[src/rtl/spi_cmd_assembler.sv]
// SPI command assembler: frames 6-byte SPI commands, verifies the XOR checksum and queues them.
// Optional macro SPI_CMD_ERRCNT_EN builds the saturating checksum-error counter behind err_count.
module spi_cmd_assembler #(
  parameter int unsigned FIFO_DEPTH = 4
) (
  input  logic        clk,
  input  logic        reset,
  input  logic        cs,
  input  logic        word_ready,
  input  logic [7:0]  data_word_received,
  output logic [7:0]  data_word_to_send,
  output logic        cmd_valid,
  input  logic        cmd_ready,
  output logic [7:0]  cmd_opcode,
  output logic [31:0] cmd_payload,
  output logic [7:0]  err_count
);

  localparam int unsigned PTR_W = (FIFO_DEPTH > 1) ? $clog2(FIFO_DEPTH) : 1;
  localparam int unsigned CNT_W = PTR_W + 1;
  localparam logic [CNT_W-1:0] DEPTH_C = CNT_W'(FIFO_DEPTH);

  typedef enum logic [1:0] {S_OPCODE, S_PAYLOAD, S_CHECK} state_t;

  state_t      state;
  state_t      state_next;
  logic [1:0]  idx;
  logic [7:0]  xor_acc;
  logic [7:0]  opcode_r;
  logic [31:0] payload_r;

  logic        byte_in;
  logic        latch_opcode;
  logic        store_payload;
  logic        check;
  logic        match;
  logic        push_req;
  logic        nop;
  logic        bad;

  logic [7:0]       op_mem [FIFO_DEPTH];
  logic [31:0]      pl_mem [FIFO_DEPTH];
  logic [PTR_W-1:0] wr_ptr;
  logic [PTR_W-1:0] rd_ptr;
  logic [PTR_W-1:0] rd_ptr_inc;
  logic [CNT_W-1:0] count;
  logic [CNT_W-1:0] count_next;
  logic [CNT_W-1:0] free_slots;
  logic             full;
  logic             pop;
  logic             push;
  logic             ovf_set;
  logic             ovf;
  logic             cerr;
  logic             ovf_next;
  logic             cerr_next;

  assign byte_in = word_ready & ~cs;

  // FSM state register
  always_ff @(posedge clk or posedge reset) begin
    if (reset) state <= S_OPCODE;
    else       state <= state_next;
  end

  // FSM next-state logic; cs overrides any byte in the same cycle
  always_comb begin
    state_next = state;
    if (cs) begin
      state_next = S_OPCODE;
    end else if (word_ready) begin
      case (state)
        S_OPCODE:  state_next = S_PAYLOAD;
        S_PAYLOAD: if (idx == 2'd3) state_next = S_CHECK;
        S_CHECK:   state_next = S_OPCODE;
        default:   state_next = S_OPCODE;
      endcase
    end
  end

  // FSM outputs: per-byte datapath strobes
  always_comb begin
    latch_opcode  = 1'b0;
    store_payload = 1'b0;
    check         = 1'b0;
    if (byte_in) begin
      case (state)
        S_OPCODE:  latch_opcode  = 1'b1;
        S_PAYLOAD: store_payload = 1'b1;
        S_CHECK:   check         = 1'b1;
        default:   latch_opcode  = 1'b0;
      endcase
    end
  end

  assign match    = (xor_acc == data_word_received);
  assign push_req = check & match & (opcode_r != 8'h00);
  assign nop      = check & match & (opcode_r == 8'h00);
  assign bad      = check & ~match;

  // Frame datapath: opcode, payload bytes and running XOR
  always_ff @(posedge clk or posedge reset) begin
    if (reset) begin
      idx       <= 2'd0;
      xor_acc   <= 8'h00;
      opcode_r  <= 8'h00;
      payload_r <= 32'h0;
    end else if (cs) begin
      idx     <= 2'd0;
      xor_acc <= 8'h00;
    end else if (latch_opcode) begin
      opcode_r <= data_word_received;
      xor_acc  <= data_word_received;
      idx      <= 2'd0;
    end else if (store_payload) begin
      payload_r[{idx, 3'b000} +: 8] <= data_word_received;
      xor_acc <= xor_acc ^ data_word_received;
      idx     <= idx + 2'd1;
    end else if (check) begin
      xor_acc <= 8'h00;
    end
  end

  // FIFO control; a pop frees the slot a simultaneous push needs
  assign full       = (count == DEPTH_C);
  assign pop        = cmd_valid & cmd_ready;
  assign push       = push_req & (~full | pop);
  assign ovf_set    = push_req & full & ~pop;
  assign rd_ptr_inc = rd_ptr + PTR_W'(1);
  assign free_slots = DEPTH_C - count_next;

  always_comb begin
    count_next = count;
    if (push && !pop)      count_next = count + CNT_W'(1);
    else if (pop && !push) count_next = count - CNT_W'(1);
  end

  assign ovf_next  = nop ? 1'b0 : (ovf_set ? 1'b1 : ovf);
  assign cerr_next = nop ? 1'b0 : (bad ? 1'b1 : cerr);

  always_ff @(posedge clk) begin
    if (push) begin
      op_mem[wr_ptr] <= opcode_r;
      pl_mem[wr_ptr] <= payload_r;
    end
  end

  always_ff @(posedge clk or posedge reset) begin
    if (reset) begin
      wr_ptr <= '0;
      rd_ptr <= '0;
      count  <= '0;
      ovf    <= 1'b0;
      cerr   <= 1'b0;
    end else begin
      if (push) wr_ptr <= wr_ptr + PTR_W'(1);
      if (pop)  rd_ptr <= rd_ptr_inc;
      count <= count_next;
      ovf   <= ovf_next;
      cerr  <= cerr_next;
    end
  end

  // Registered head of queue; a push into an empty (or emptying) FIFO bypasses storage
  always_ff @(posedge clk or posedge reset) begin
    if (reset) begin
      cmd_valid   <= 1'b0;
      cmd_opcode  <= 8'h00;
      cmd_payload <= 32'h0;
    end else begin
      cmd_valid <= (count_next != '0);
      if (push && (count == '0 || (pop && count == CNT_W'(1)))) begin
        cmd_opcode  <= opcode_r;
        cmd_payload <= payload_r;
      end else if (pop && count > CNT_W'(1)) begin
        cmd_opcode  <= op_mem[rd_ptr_inc];
        cmd_payload <= pl_mem[rd_ptr_inc];
      end
    end
  end

  // Status byte reflects the state after this cycle's updates
  always_ff @(posedge clk or posedge reset) begin
    if (reset) data_word_to_send <= {4'b0000, 4'(FIFO_DEPTH)};
    else       data_word_to_send <= {ovf_next, cerr_next, state_next != S_OPCODE,
                                     1'b0, 4'(free_slots)};
  end

`ifdef SPI_CMD_ERRCNT_EN
  logic [7:0] err_q;

  always_ff @(posedge clk or posedge reset) begin
    if (reset)                      err_q <= 8'h00;
    else if (nop)                   err_q <= 8'h00;
    else if (bad && err_q != 8'hFF) err_q <= err_q + 8'h01;
  end

  assign err_count = err_q;
`else
  assign err_count = 8'h00;
`endif

endmodule
[config.mk]
export PLATFORM = sky130hd
export DESIGN_NAME = spi_cmd_assembler
export DESIGN_NICKNAME = d
export VERILOG_FILES = /design/src/rtl/spi_cmd_assembler.sv
export SDC_FILE = /design/constraint.sdc
export NUM_CORES = 1
export LEC_CHECK = 0
export ABC_AREA = 1
export ABC_CLOCK_PERIOD_IN_PS = 12050
export CELL_PAD_IN_SITES_DETAIL_PLACEMENT = 0
export CELL_PAD_IN_SITES_GLOBAL_PLACEMENT = 1
export CORE_MARGIN = 2
export CORE_UTILIZATION = 51
export DETAILED_ROUTE_END_ITERATION = 10
export PLACE_DENSITY_LB_ADDON = 0.1
export REMOVE_ABC_BUFFERS = 1
export SETUP_SLACK_MARGIN = 0.4
export SLEW_MARGIN = 5
export SYNTH_ARGS = -nofsm -noshare
export SYNTH_HDL_FRONTEND = slang
export SYNTH_SLANG_ARGS = --single-unit
[constraint.sdc]
create_clock -name clk -period 12.05 [get_ports clk]
set_input_delay 3.615 -clock clk [delete_from_list [all_inputs] [get_ports clk]]
set_output_delay 3.615 -clock clk [all_outputs]
set_load 0.005 [all_outputs]
==> summary.md <==
| Metric | Value |
|---|---|
| Post_cts resized | 0 |
| GRT overflow | 0 |
| Net Sw Frac | 0.319 |
| Final GP Congestion | 0.849 |
| Worst path arrival time | 7.28 ns |
| Wirelength per Cell | 18.8 um |
| Gr busiest metal | met2 |
| GR Util met3 | 0.0424 |
| Total GRT Usage | 0.228 |
| Reg2Reg Depth | 7 |
| Worst stage delay on the critical path | 0.75 ns |
| FF-to-FF Start | opcode_r[1] |
| H-tree depth | 1 |
| Period utilization | 0.588 |
| TritonCTS clock tree | yes |
| Cell mode on critical path | nand2_1 |
| Routing usage on met2 | 0.356 |
| Run status | finished clean |
| Ant diodes | 0 |
| FP Rows | 54 |
| Worst vdd ir | 0.0000958 V |
| Worst Skew | 0.0238 ns |
| Longest Clk Path Bufs | 3 |
| # Post-CTS Setup Buffers | 0 |
| CP Capture Type | flip-flop |
| Register bit total from synthesis | 265 |
| Worst slew margin | 0.293 |
| Cells after Synth | 1,057 |
| Crit path cell chain | clkdlybuf4s50_1, nand2_1, nand2_1, nand2_1, nor2_2, nand4_2, inv_2, nand2_2, nor2_4, buf_4 |
| Fin crit period | 7.09 ns |
| Clock latency on the worst-skew pair | 0.55 ns |
| Ranking of synthesized cells by area | edfxtp_1, dfrtp_1, nand3_1, nand2_1, nor2_1 |
| Die Y | 153 um |
| Crit. Startpoint | data_word_received[3] |
| Register share of total power | 0.423 |
| Vias | 7,783 |
| P_sw | 861 uW |
| DR pass1 iterations | 5 |
| Comb power frac | 0.275 |
| Main synth FF type | edfxtp_1 |
| Die area | 23,300 um^2 |
| Synthesis-to-finish area growth | 14.3% |
| Vias in the first global route | 7,544 |
| Nets@finish | 1,131 |
| Vias per inst | 5.54 |
| CP endpoint | pl_mem[1][31] |
| Max Clock Freq | 0.141 GHz |
| Clock power share | 0.302 |
| Pre-CTS WS | 4.48 ns |
| Worst Path Required | 12.24 ns |
| Global-route wire length before repair | 42,400 um |
| Syn Area/Cell | 10.7 um^2 |
| Library cells used by synthesis | 34 |
| Hold_buf cts | 0 |
| Largest area contributor in the netlist | edfxtp_1 |
| Largest net degree at the start of global routing | 84 |
| Seq/Total Area, Yosys | 0.660 |
| Crit start category | input pin |
| Total Wirelength | 26,400 um |
| Design Power | 2.70 mW |
| LEAKAGE | 5.12 nW |
| Initial drt markers | 581 |
| Power Internal | 1.84 mW |
| RSZ-0062 raised after global routing | false |
| Die X-Extent | 153 um |
| Post-synthesis async set-or-reset flop share | 0.396 |
| I/O Buffers | 59 |
| Antenna violations before repair | 0 |
| Final Hold Vio Count | 0 |
| R2r setup slk | 8.31 ns |
| # clock sinks | 265 |
| Critical R2R Capture | pl_mem[1][31] |
| TritonCTS buffer count | 28 |
| HP Class | reg -> reg |
| Synthesis Warnings | 0 |
| Slew Viols, Final | 0 |
| CP max-delay cell | inv_2 |
| Layout cells sized above 1 | 0.0685 |
| Critical Path Fanout Max | 46 |
| Clock slew at reported path FFs | 0.06 ns |
| CP Class | in -> reg |
| PD cells | 209 nW/um^2 |
| Post-Syn Area | 11,300 um^2 |
| Routed Antenna Nets | 0 |
| Final setup viols | 0 |
| Met1 usage | 0.335 |
| Setup ws final | 4.96 ns |
| Yosys top cell area share | 0.426 |
| Post-synth EDFFs | 160 |
| Actual slew at the worst max-slew pin | 1.06 ns |
| DP HPWL | 16,000 um |
| I/O pin cnt | 70 |
| Setup TNS | 0 ns |
| Initial core utilization | 0.518 |
| Post-route DRC | 0 |
| Core ar. | 21,800 um^2 |
| Max Cap Viol | 0 |
| Clock Tree Root | clkbuf_16 |
## state kept, by name (all words and copies together) (netlist names)
signal and count:
pl_mem 128, cmd_payload 32, op_mem 32, payload_r 32, cmd_opcode 8, opcode_r 8, xor_acc 8, data_word_to_send 5
count 3, idx 2, rd_ptr 2, state 2, wr_ptr 2, cmd_valid 1
## cell usage in the layout, fill, tap and decap left out, drive strengths merged, types with 10 or more instances in the layout
cell type / synthesis / layout
clkbuf: 26 / 40
clkdlybuf4s50: 0 / 59
o22ai: 12 / 12
inv: 54 / 53
edfxtp: 160 / 160
buf: 39 / 12
o21ai: 80 / 80
nor2: 145 / 145
dfrtp: 104 / 104
ha: 16 / 16
conb: 1 / 10
nand2: 151 / 151
a21oi: 45 / 45
clkinv: 1 / 13
nand3: 176 / 176
nand4: 25 / 25
## Yosys cell counts, types with 9 or more instances
library cell / instances
o21ai_0: 79
o22ai_1: 12
inv_1: 53
dfrtp_1: 104
a21oi_1: 44
nand2_1: 146
nand3_1: 175
nand4_1: 24
buf_4: 17
nor2_1: 141
a31oi_1: 9
clkbuf_1: 26
edfxtp_1: 160
ha_1: 16
## per-layer routing
metal / vias up / part of all wire
li1: 3752 / -
met1: 3757 / 0.47
met2: 229 / 0.45
met3: 45 / 0.057
met4: 0 / 0.020
met5: - / 0
## power groups by stage
stage / clock network, mW / logic [mW] / registers [mW]
global placement: 0 / 0.747 / 1.16
CTS: 0.826 / 0.753 / 1.14
finish: 0.815 / 0.741 / 1.14
detailed placement: 0 / 0.752 / 1.16
floorplan: 0 / 0.387 / 1.17
global route: 0.861 / 0.834 / 1.16
## worst min path at each step
stage | from | depth (start not counted) | slack [ns] | end
after global placement | cmd_payload[24] | 2 | 0.49 | cmd_payload[24]
after detailed placement | data_word_to_send[7] | 2 | 0.49 | data_word_to_send[7]
after CTS | cmd_payload[10] | 2 | 0.51 | cmd_payload[10]
after floorplan | data_word_to_send[7] | 2 | 0.49 | data_word_to_send[7]
final | cmd_payload[23] | 2 | 0.50 | cmd_payload[23]
after global routing | cmd_payload[25] | 2 | 0.53 | cmd_payload[25]
## critical path: cells and delay by family
family                 cells  cell delay [ns]
buffers and inverters      3             1.92
and+or+nand+nor            7             1.72
## through the flow
| step | cell area, um^2 | hold WS [ns] | cells | utilization |
|---|---|---|---|---|
| after floorplan | 10900 | 0.486 | 1001 | - |
| after global placement | 12000 | 0.492 | 1352 | 0.552 |
| after detailed placement | 12000 | 0.492 | 1352 | 0.552 |
| after CTS | 12900 | 0.510 | 1404 | 0.592 |
| after global routing | 12900 | 0.525 | 1404 | 0.592 |
| final | 12900 | 0.504 | 1404 | 0.592 |
## area by class of cell
cell class | count | area [um^2]
flip-flops and latches | 265 | 7430
inverters | 55 | 209
fillers | 1855 | 8880
clock inverters | 12 | 95.1
clock buffers | 40 | 776
repair buffers | 71 | 681
well taps | 280 | 350
multi-input cells | 681 | 3330
## logic make-up after synthesis
kind of cell | synth area share
simple gates | 0.199
flops | 0.660
compound gates | 0.0686
buf+inv | 0.0516
fa+ha+maj | 0.0178
xor+xnor | 0.00311
other cells | 0.000333
Power figures use the tool's default switching activity.
